$ cat src/rtl/reg_file_clk_en_r_pkg.sv
// ---------------------------------------------------------------------------
// reg_file_clk_en_r_pkg
// Shared defaults for the 16-bit multicycle RISC general-purpose register
// file. These are the default values of the register file and word-register
// parameters.
//   DATA_W_DEF  : default word width (16 bits)
//   ADDR_W_DEF  : default address width (3 bits, 8 GPRs)
//   DEPTH_DEF   : default number of implemented words
//   RST_VAL_DEF : default value every word takes on reset
// ---------------------------------------------------------------------------
package reg_file_clk_en_r_pkg;

  localparam int DATA_W_DEF = 16;
  localparam int ADDR_W_DEF = 3;
  localparam int DEPTH_DEF  = 8;

  localparam logic [DATA_W_DEF-1:0] RST_VAL_DEF = 16'h0000;

endpackage : reg_file_clk_en_r_pkg

$ cat src/rtl/reg_file_clk_en_r_reg.sv
// ---------------------------------------------------------------------------
// reg_nb_clk_en_r
// Single DATA_W-bit storage word. It updates on the falling edge of clk_n_i,
// and it has a synchronous reset and a load enable. This is the
// parametrised form of the original 16-bit clock-enabled register.
// Ports:
//   clk_n_i : clock; state changes on its falling edge
//   rst_i   : synchronous active-high reset to RST_VAL; beats en_i
//   en_i    : load enable; d_i is captured only when high
//   d_i     : data to load
//   q_o     : stored word
// ---------------------------------------------------------------------------
module reg_nb_clk_en_r
  import reg_file_clk_en_r_pkg::*;
#(
  parameter int                DATA_W  = DATA_W_DEF,
  parameter logic [DATA_W-1:0] RST_VAL = DATA_W'(RST_VAL_DEF)
) (
  input  logic              clk_n_i,
  input  logic              rst_i,
  input  logic              en_i,
  input  logic [DATA_W-1:0] d_i,
  output logic [DATA_W-1:0] q_o
);

  logic [DATA_W-1:0] dataQ;
  logic [DATA_W-1:0] dataD;

  // Next-state selection. Reset has priority over the enable, and the word
  // holds its value when neither reset nor the enable is active.
  always_comb begin
    dataD = dataQ;
    if (rst_i) begin
      dataD = RST_VAL;
    end else if (en_i) begin
      dataD = d_i;
    end
  end

  // The word register updates on the falling edge of the clock.
  always_ff @(negedge clk_n_i) begin
    dataQ <= dataD;
  end

  assign q_o = dataQ;

endmodule : reg_nb_clk_en_r

$ cat src/rtl/reg_file_clk_en_r.sv
// ---------------------------------------------------------------------------
// reg_file_clk_en_r
// Architectural GPR file for the multicycle 16-bit RISC. It holds DEPTH words
// of DATA_W bits and updates them on the falling edge of clk_n. It has a
// synchronous reset, a global clock enable, two combinational read ports
// with optional write-to-read bypass, and a debug port that is never
// bypassed.
// Ports:
//   clk_n            : clock; state changes on its falling edge
//   rst              : synchronous active-high reset; loads RST_VAL
//   clk_en           : global enable; 0 freezes all state except for reset
//   we/waddr/wdata   : write port
//   raddr_a/rdata_a  : read port A (combinational, may be bypassed)
//   raddr_b/rdata_b  : read port B (combinational, may be bypassed)
//   dbg_addr/dbg_data: debug read port (combinational, never bypassed)
// Parameters:
//   DEPTH must satisfy 2 <= DEPTH <= 2**ADDR_W.
//   ZERO_REG=1 makes word 0 read as zero; writes to word 0 are ignored.
//   BYPASS=1 forwards a write in the current cycle to a read port whose
//   address matches.
// ---------------------------------------------------------------------------
module reg_file_clk_en_r
  import reg_file_clk_en_r_pkg::*;
#(
  parameter int                DATA_W   = DATA_W_DEF,
  parameter int                ADDR_W   = ADDR_W_DEF,
  parameter int                DEPTH    = DEPTH_DEF,
  parameter int                ZERO_REG = 1,
  parameter int                BYPASS   = 1,
  parameter logic [DATA_W-1:0] RST_VAL  = DATA_W'(RST_VAL_DEF)
) (
  input  logic              clk_n,
  input  logic              rst,
  input  logic              clk_en,
  input  logic              we,
  input  logic [ADDR_W-1:0] waddr,
  input  logic [DATA_W-1:0] wdata,
  input  logic [ADDR_W-1:0] raddr_a,
  output logic [DATA_W-1:0] rdata_a,
  input  logic [ADDR_W-1:0] raddr_b,
  output logic [DATA_W-1:0] rdata_b,
  input  logic [ADDR_W-1:0] dbg_addr,
  output logic [DATA_W-1:0] dbg_data
);

  logic [DATA_W-1:0] wordQ [DEPTH];
  logic [DATA_W-1:0] storedA;
  logic [DATA_W-1:0] storedB;
  logic [DATA_W-1:0] storedDbg;
  logic              waddrInRange;
  logic              writeValid;

  // Storage array. When ZERO_REG is set, word 0 is a constant instead of a
  // register, so it cannot hold anything other than zero. Each of the other
  // words loads only when its own address is decoded. Reset reaches every
  // word whatever the values of clk_en and we.
  for (genvar i = 0; i < DEPTH; i++) begin : gWord
    if ((ZERO_REG != 0) && (i == 0)) begin : gZero
      assign wordQ[i] = '0;
    end else begin : gReg
      logic wordEn;
      assign wordEn = clk_en & we & (waddr == ADDR_W'(i));
      reg_nb_clk_en_r #(
        .DATA_W  (DATA_W),
        .RST_VAL (RST_VAL)
      ) uWord (
        .clk_n_i (clk_n),
        .rst_i   (rst),
        .en_i    (wordEn),
        .d_i     (wdata),
        .q_o     (wordQ[i])
      );
    end
  end

  // A write is "real" only when it will actually change storage. The same
  // condition gates the bypass. This prevents forwarding data for a write
  // that will be dropped: a reset cycle, a disabled clock, an out-of-range
  // address, or the hardwired zero word.
  always_comb begin
    waddrInRange = 1'b0;
    for (int i = 0; i < DEPTH; i++) begin
      if (waddr == ADDR_W'(i)) begin
        waddrInRange = 1'b1;
      end
    end
    writeValid = !rst && clk_en && we && waddrInRange &&
                 !((ZERO_REG != 0) && (waddr == '0));
  end

  // Stored-value read muxes. The default of zero covers addresses at or
  // above DEPTH. The constant word 0 covers the ZERO_REG case.
  always_comb begin
    storedA   = '0;
    storedB   = '0;
    storedDbg = '0;
    for (int i = 0; i < DEPTH; i++) begin
      if (raddr_a == ADDR_W'(i)) begin
        storedA = wordQ[i];
      end
      if (raddr_b == ADDR_W'(i)) begin
        storedB = wordQ[i];
      end
      if (dbg_addr == ADDR_W'(i)) begin
        storedDbg = wordQ[i];
      end
    end
  end

  // Forwarding for ports A and B. Each port is bypassed on its own address
  // match. The debug port always shows what is actually stored.
  always_comb begin
    rdata_a  = storedA;
    rdata_b  = storedB;
    dbg_data = storedDbg;
    if ((BYPASS != 0) && writeValid && (waddr == raddr_a)) begin
      rdata_a = wdata;
    end
    if ((BYPASS != 0) && writeValid && (waddr == raddr_b)) begin
      rdata_b = wdata;
    end
  end

endmodule : reg_file_clk_en_r

$ cat config.mk
export PLATFORM = sky130hd
export DESIGN_NAME = reg_file_clk_en_r
export DESIGN_NICKNAME = d
export VERILOG_FILES = /design/src/rtl/reg_file_clk_en_r_pkg.sv /design/src/rtl/reg_file_clk_en_r_reg.sv /design/src/rtl/reg_file_clk_en_r.sv
export SDC_FILE = /design/constraint.sdc
export NUM_CORES = 1
export LEC_CHECK = 0
export CORE_AREA = 2 2 123 125
export CTS_CLUSTER_DIAMETER = 60
export DETAILED_ROUTE_END_ITERATION = 6
export DIE_AREA = 0 0 125 127
export PLACE_DENSITY_LB_ADDON = 0.08
export RECOVER_POWER = 50
export SYNTH_ARGS = -nofsm -noshare
export SYNTH_HDL_FRONTEND = slang
export SYNTH_SLANG_ARGS = --single-unit
$ cat constraint.sdc
create_clock -name clk_n -period 2.24 [get_ports clk_n]
set_clock_uncertainty 0.1 [all_clocks]
set_input_delay 0.448 -clock clk_n [delete_from_list [all_inputs] [get_ports clk_n]]
set_output_delay 0.448 -clock clk_n [all_outputs]
set_load 0.01 [all_outputs]
==> key figures <==
Yosys
  • Synth Warn #: 0
  • Post-Synthesis Cell Area: approximately 0.0074 mm2
  • Synth Instances: a little over 900
  • Netlist cell types: 46
  • Post-synth EDFFs: 0
  • Ys async rst share: 0
  • Compound-Gate Fraction of Synth Area: 0.227
  • Ys flop type: dfxtp_1
  • Largest family of logic cells by synthesized area: compound AO/OA/AOI/OAI gates
  • Synth Area in Adders: 0
  • Xor/xnor cell area share of the yosys netlist: 0.00706
  • Seq/Total Area, Yosys: 0.301
  • Simple-Gate Fraction of Synth Area: 0.166
  • Mux share of post-synthesis cell area: 0.227
  • Post-synthesis net count: 937
  • #FFs+latches synth: approximately 110
  • Avg Cell Area, Syn: between 8 and 9 um2

Pwr
  • Logic gate share of total power: 0.235
  • VDD IR max: 0.600 mV
  • Clock power frac: 0.422
  • PwrDens: slightly below 500 mW/mm2
  • Lkg Pwr: between 5 and 6 nW
  • P_sw: approximately 0.0023 W
  • Reg power frac: 0.342
  • Pwr Total: 0.00602 W
  • Sw Share: 0.385
  • Cell Int Power: roughly 0.0037 W

Final layout
  • Final core utilization: 0.866
  • # diodes: 0
  • Area growth syn-to-layout: 67.6%
  • Fin cells: ~1,400
  • Design Area, Final: between 0.01 and 0.015 mm2
  • Total Nets Final: roughly 1,200
  • Max reg flops: about 110
  • Share of layout cells above drive strength 1: 0.596

Setup path
  • Critical Path RT: 1.69 ns
  • RR Startpoint: gWord[3].gReg.uWord.q_o[8]
  • Crit Path Class: flip-flop to primary output
  • CP endpoint kind: primary output
  • CP Max Fanout: 4
  • Worst Path Arrival: between 2 and 3 ns
  • R2r setup slk: about 1.3 ns
  • Worst reg2reg path endpoint: gWord[3].gReg.uWord.q_o[8]
  • Crit start category: flip-flop
  • Worst Reg-to-Reg Cells: 4
  • CP startpoint: gWord[6].gReg.uWord.q_o[5]

Routing
  • DRT antenna net count: 0
  • DRT iter0 DRCs: 1,154
  • Post-route DRC: 0
  • Post-Route WL: ~37 mm
  • DRT Pass-1 Iters: 7
  • DR vias: 9,383
  • Routed length per instance: 27.0 um
  • Vias/cell: approximately 6.8

Timing
  • RSZ-0062 raised after global routing: yes
  • Pins over their slew limit: 0
  • Worst-margin pin slew: between 0.7 and 0.8 ns
  • Final hold vios: 0
  • Setup slack after layout: -1.28 ns
  • TNS Setup: -80.20 ns
  • Slew Limit Headroom: 0.488
  • Final setup fails: 160

Floorplan
  • Chip height: 127 um
  • I/O pins: 80
  • CORE AREA: between 0.01 and 0.015 mm2
  • Starting density of the core: 0.516
  • Rows: 44
  • DIE AREA: approximately 0.016 mm2
  • DIE WIDTH: 125 um

Clock network
  • Cts bufs inserted: 9
  • CTS tree: done
  • Root buffer selected by CTS: clkbuf_16
  • Clock Latency Late Sink: 0.43 ns
  • Htree depth: 3
  • CTS max path bufs: 2
  • CTS sink cnt: 112
  • Clock Pin Slew Worst Setup and Hold Paths: 0.06 ns

Global routing
  • GRT Total Usage: 0.419
  • Vias in the first global route: ~9,400
  • Antenna violations before repair: 0
  • Largest net degree at the start of global routing: 80
  • First-pass GRT wire length: roughly 50 mm
  • GRT Residual Overflow: 0

Hold path
  • Worst hold stages: 2
  • Worst hold start: gWord[4].gReg.uWord.q_o[1]
  • Worst hold path type: flip-flop to flip-flop
  • WHS Endpoint: gWord[4].gReg.uWord.q_o[1]

Placed design
  • Area after DPL: roughly 0.0097 mm2
  • GPL Wtd Cong: about 0.9
  • Dpl cells: between 1,000 and 1,500
  • # port buffers: 79
  • Hpwl dp: between 15 and 20 mm

Outcome
  • Failing checks: negative setup slack
  • Status: finished, violations left

Run
  • Max-Cap Viols: 0
==> cells in the mapped netlist, types with 9 or more instances <==
cell type  count  area, um2
nor2_1        99        372
a211o_1       15        131
a21oi_1       81        405
mux2_2        85        957
nand2_1      145        544
clkbuf_1      51        191
buf_6          9        101
a22o_1        30        263
buf_2         33        165
dfxtp_1      112       2240
a221oi_1      30        263
a211oi_1      30        225
mux2i_1       64        641
o22ai_1       30        188
o221ai_1      15        131
==> cell usage in the layout, fill, tap and decap left out, types with 44 or more instances in the layout <==
cell type	synthesis	layout
a21oi_2	0	75
buf_4	5	132
buf_6	9	55
dfxtp_1	112	44
dfxtp_2	0	64
inv_1	2	112
mux2_4	6	51
mux2i_1	64	54
nand2_4	0	76
nor2_1	99	96
==> stage by stage <==
stage | hold slack, ns | worst slack (ns)
floorplan | 0.350 | -0.622
global placement | 0.360 | -1.11
detailed placement | 0.369 | -1.14
CTS | 0.373 | -1.20
global route | 0.397 | -1.28
finish | 0.381 | -1.28
==> worst max-delay path, cell delays in order, from the launching register on <==
cell and delay, ns:
dfxtp_1 0.35, mux2_2 0.28, o22ai_1 0.25, a211oi_2 0.12
mux2_4 0.29, buf_6 0.12
==> area by class of cell <==
cell class              instances  area [um2]
clock buffers                   9         225
well taps                     184         230
clock inverters               119         473
flip-flops and latches        112        2340
repair buffers                271        2750
fillers                       760        1940
multi-input cells             688        6460
inverters                       2        7.51
==> what timing repair did <==
action | in CTS | in global routing
endpoints found under the setup margin | 160 | 160
buffers inserted | 20 | 10
gates cloned | 8 | 2
hold endpoints to repair | 0 | 0
hold buffers | 0 | 0
pin swaps | 70 | 139
gates resized for setup | 448 | 292
==> worst max path at each step <==
stage                                       endpoint  slack (ns)  cells past startpoint
after global placement                    rdata_b[8]       -1.11                      5
after detailed placement  gWord[1].gReg.uWord.q_o[0]       -1.14                      7
final                                     rdata_a[5]       -1.28                      5
after CTS                                 rdata_a[9]       -1.20                      5
after global routing                      rdata_a[5]       -1.28                      5
after floorplan           gWord[1].gReg.uWord.q_o[0]       -0.62                      6
==> per-layer routing <==
metal	track usage	up-vias	wire [um]
li1	-	3877	-
met1	0.483	4506	13300
met2	0.662	743	17000
met3	0.131	257	4070
met4	0.302	0	2930
met5	0	-	0
==> cells by family (layout without fill, tap and decap cells) <==
family                    after synthesis  after routing
xor gates and xnor gates                6              6
DFF                                   112            112
and+or+nand+nor                       284            285
buffers and inverters                 106            401
AOI/OAI and AO/OA                     242            242
muxes                                 155            155
==> power groups by stage <==
| stage | clock network (W) | logic [W] | registers [W] |
|---|---|---|---|
| finish | 0.00254 | 0.00142 | 0.00206 |
| global route | 0.00275 | 0.00145 | 0.00206 |
| CTS | 0.00248 | 0.00123 | 0.00206 |
| detailed placement | 0.000305 | 0.00112 | 0.00209 |
| global placement | 0.000305 | 0.00111 | 0.00208 |
| floorplan | 0.000305 | 0.000604 | 0.00208 |
Power figures use the tool's default switching activity.
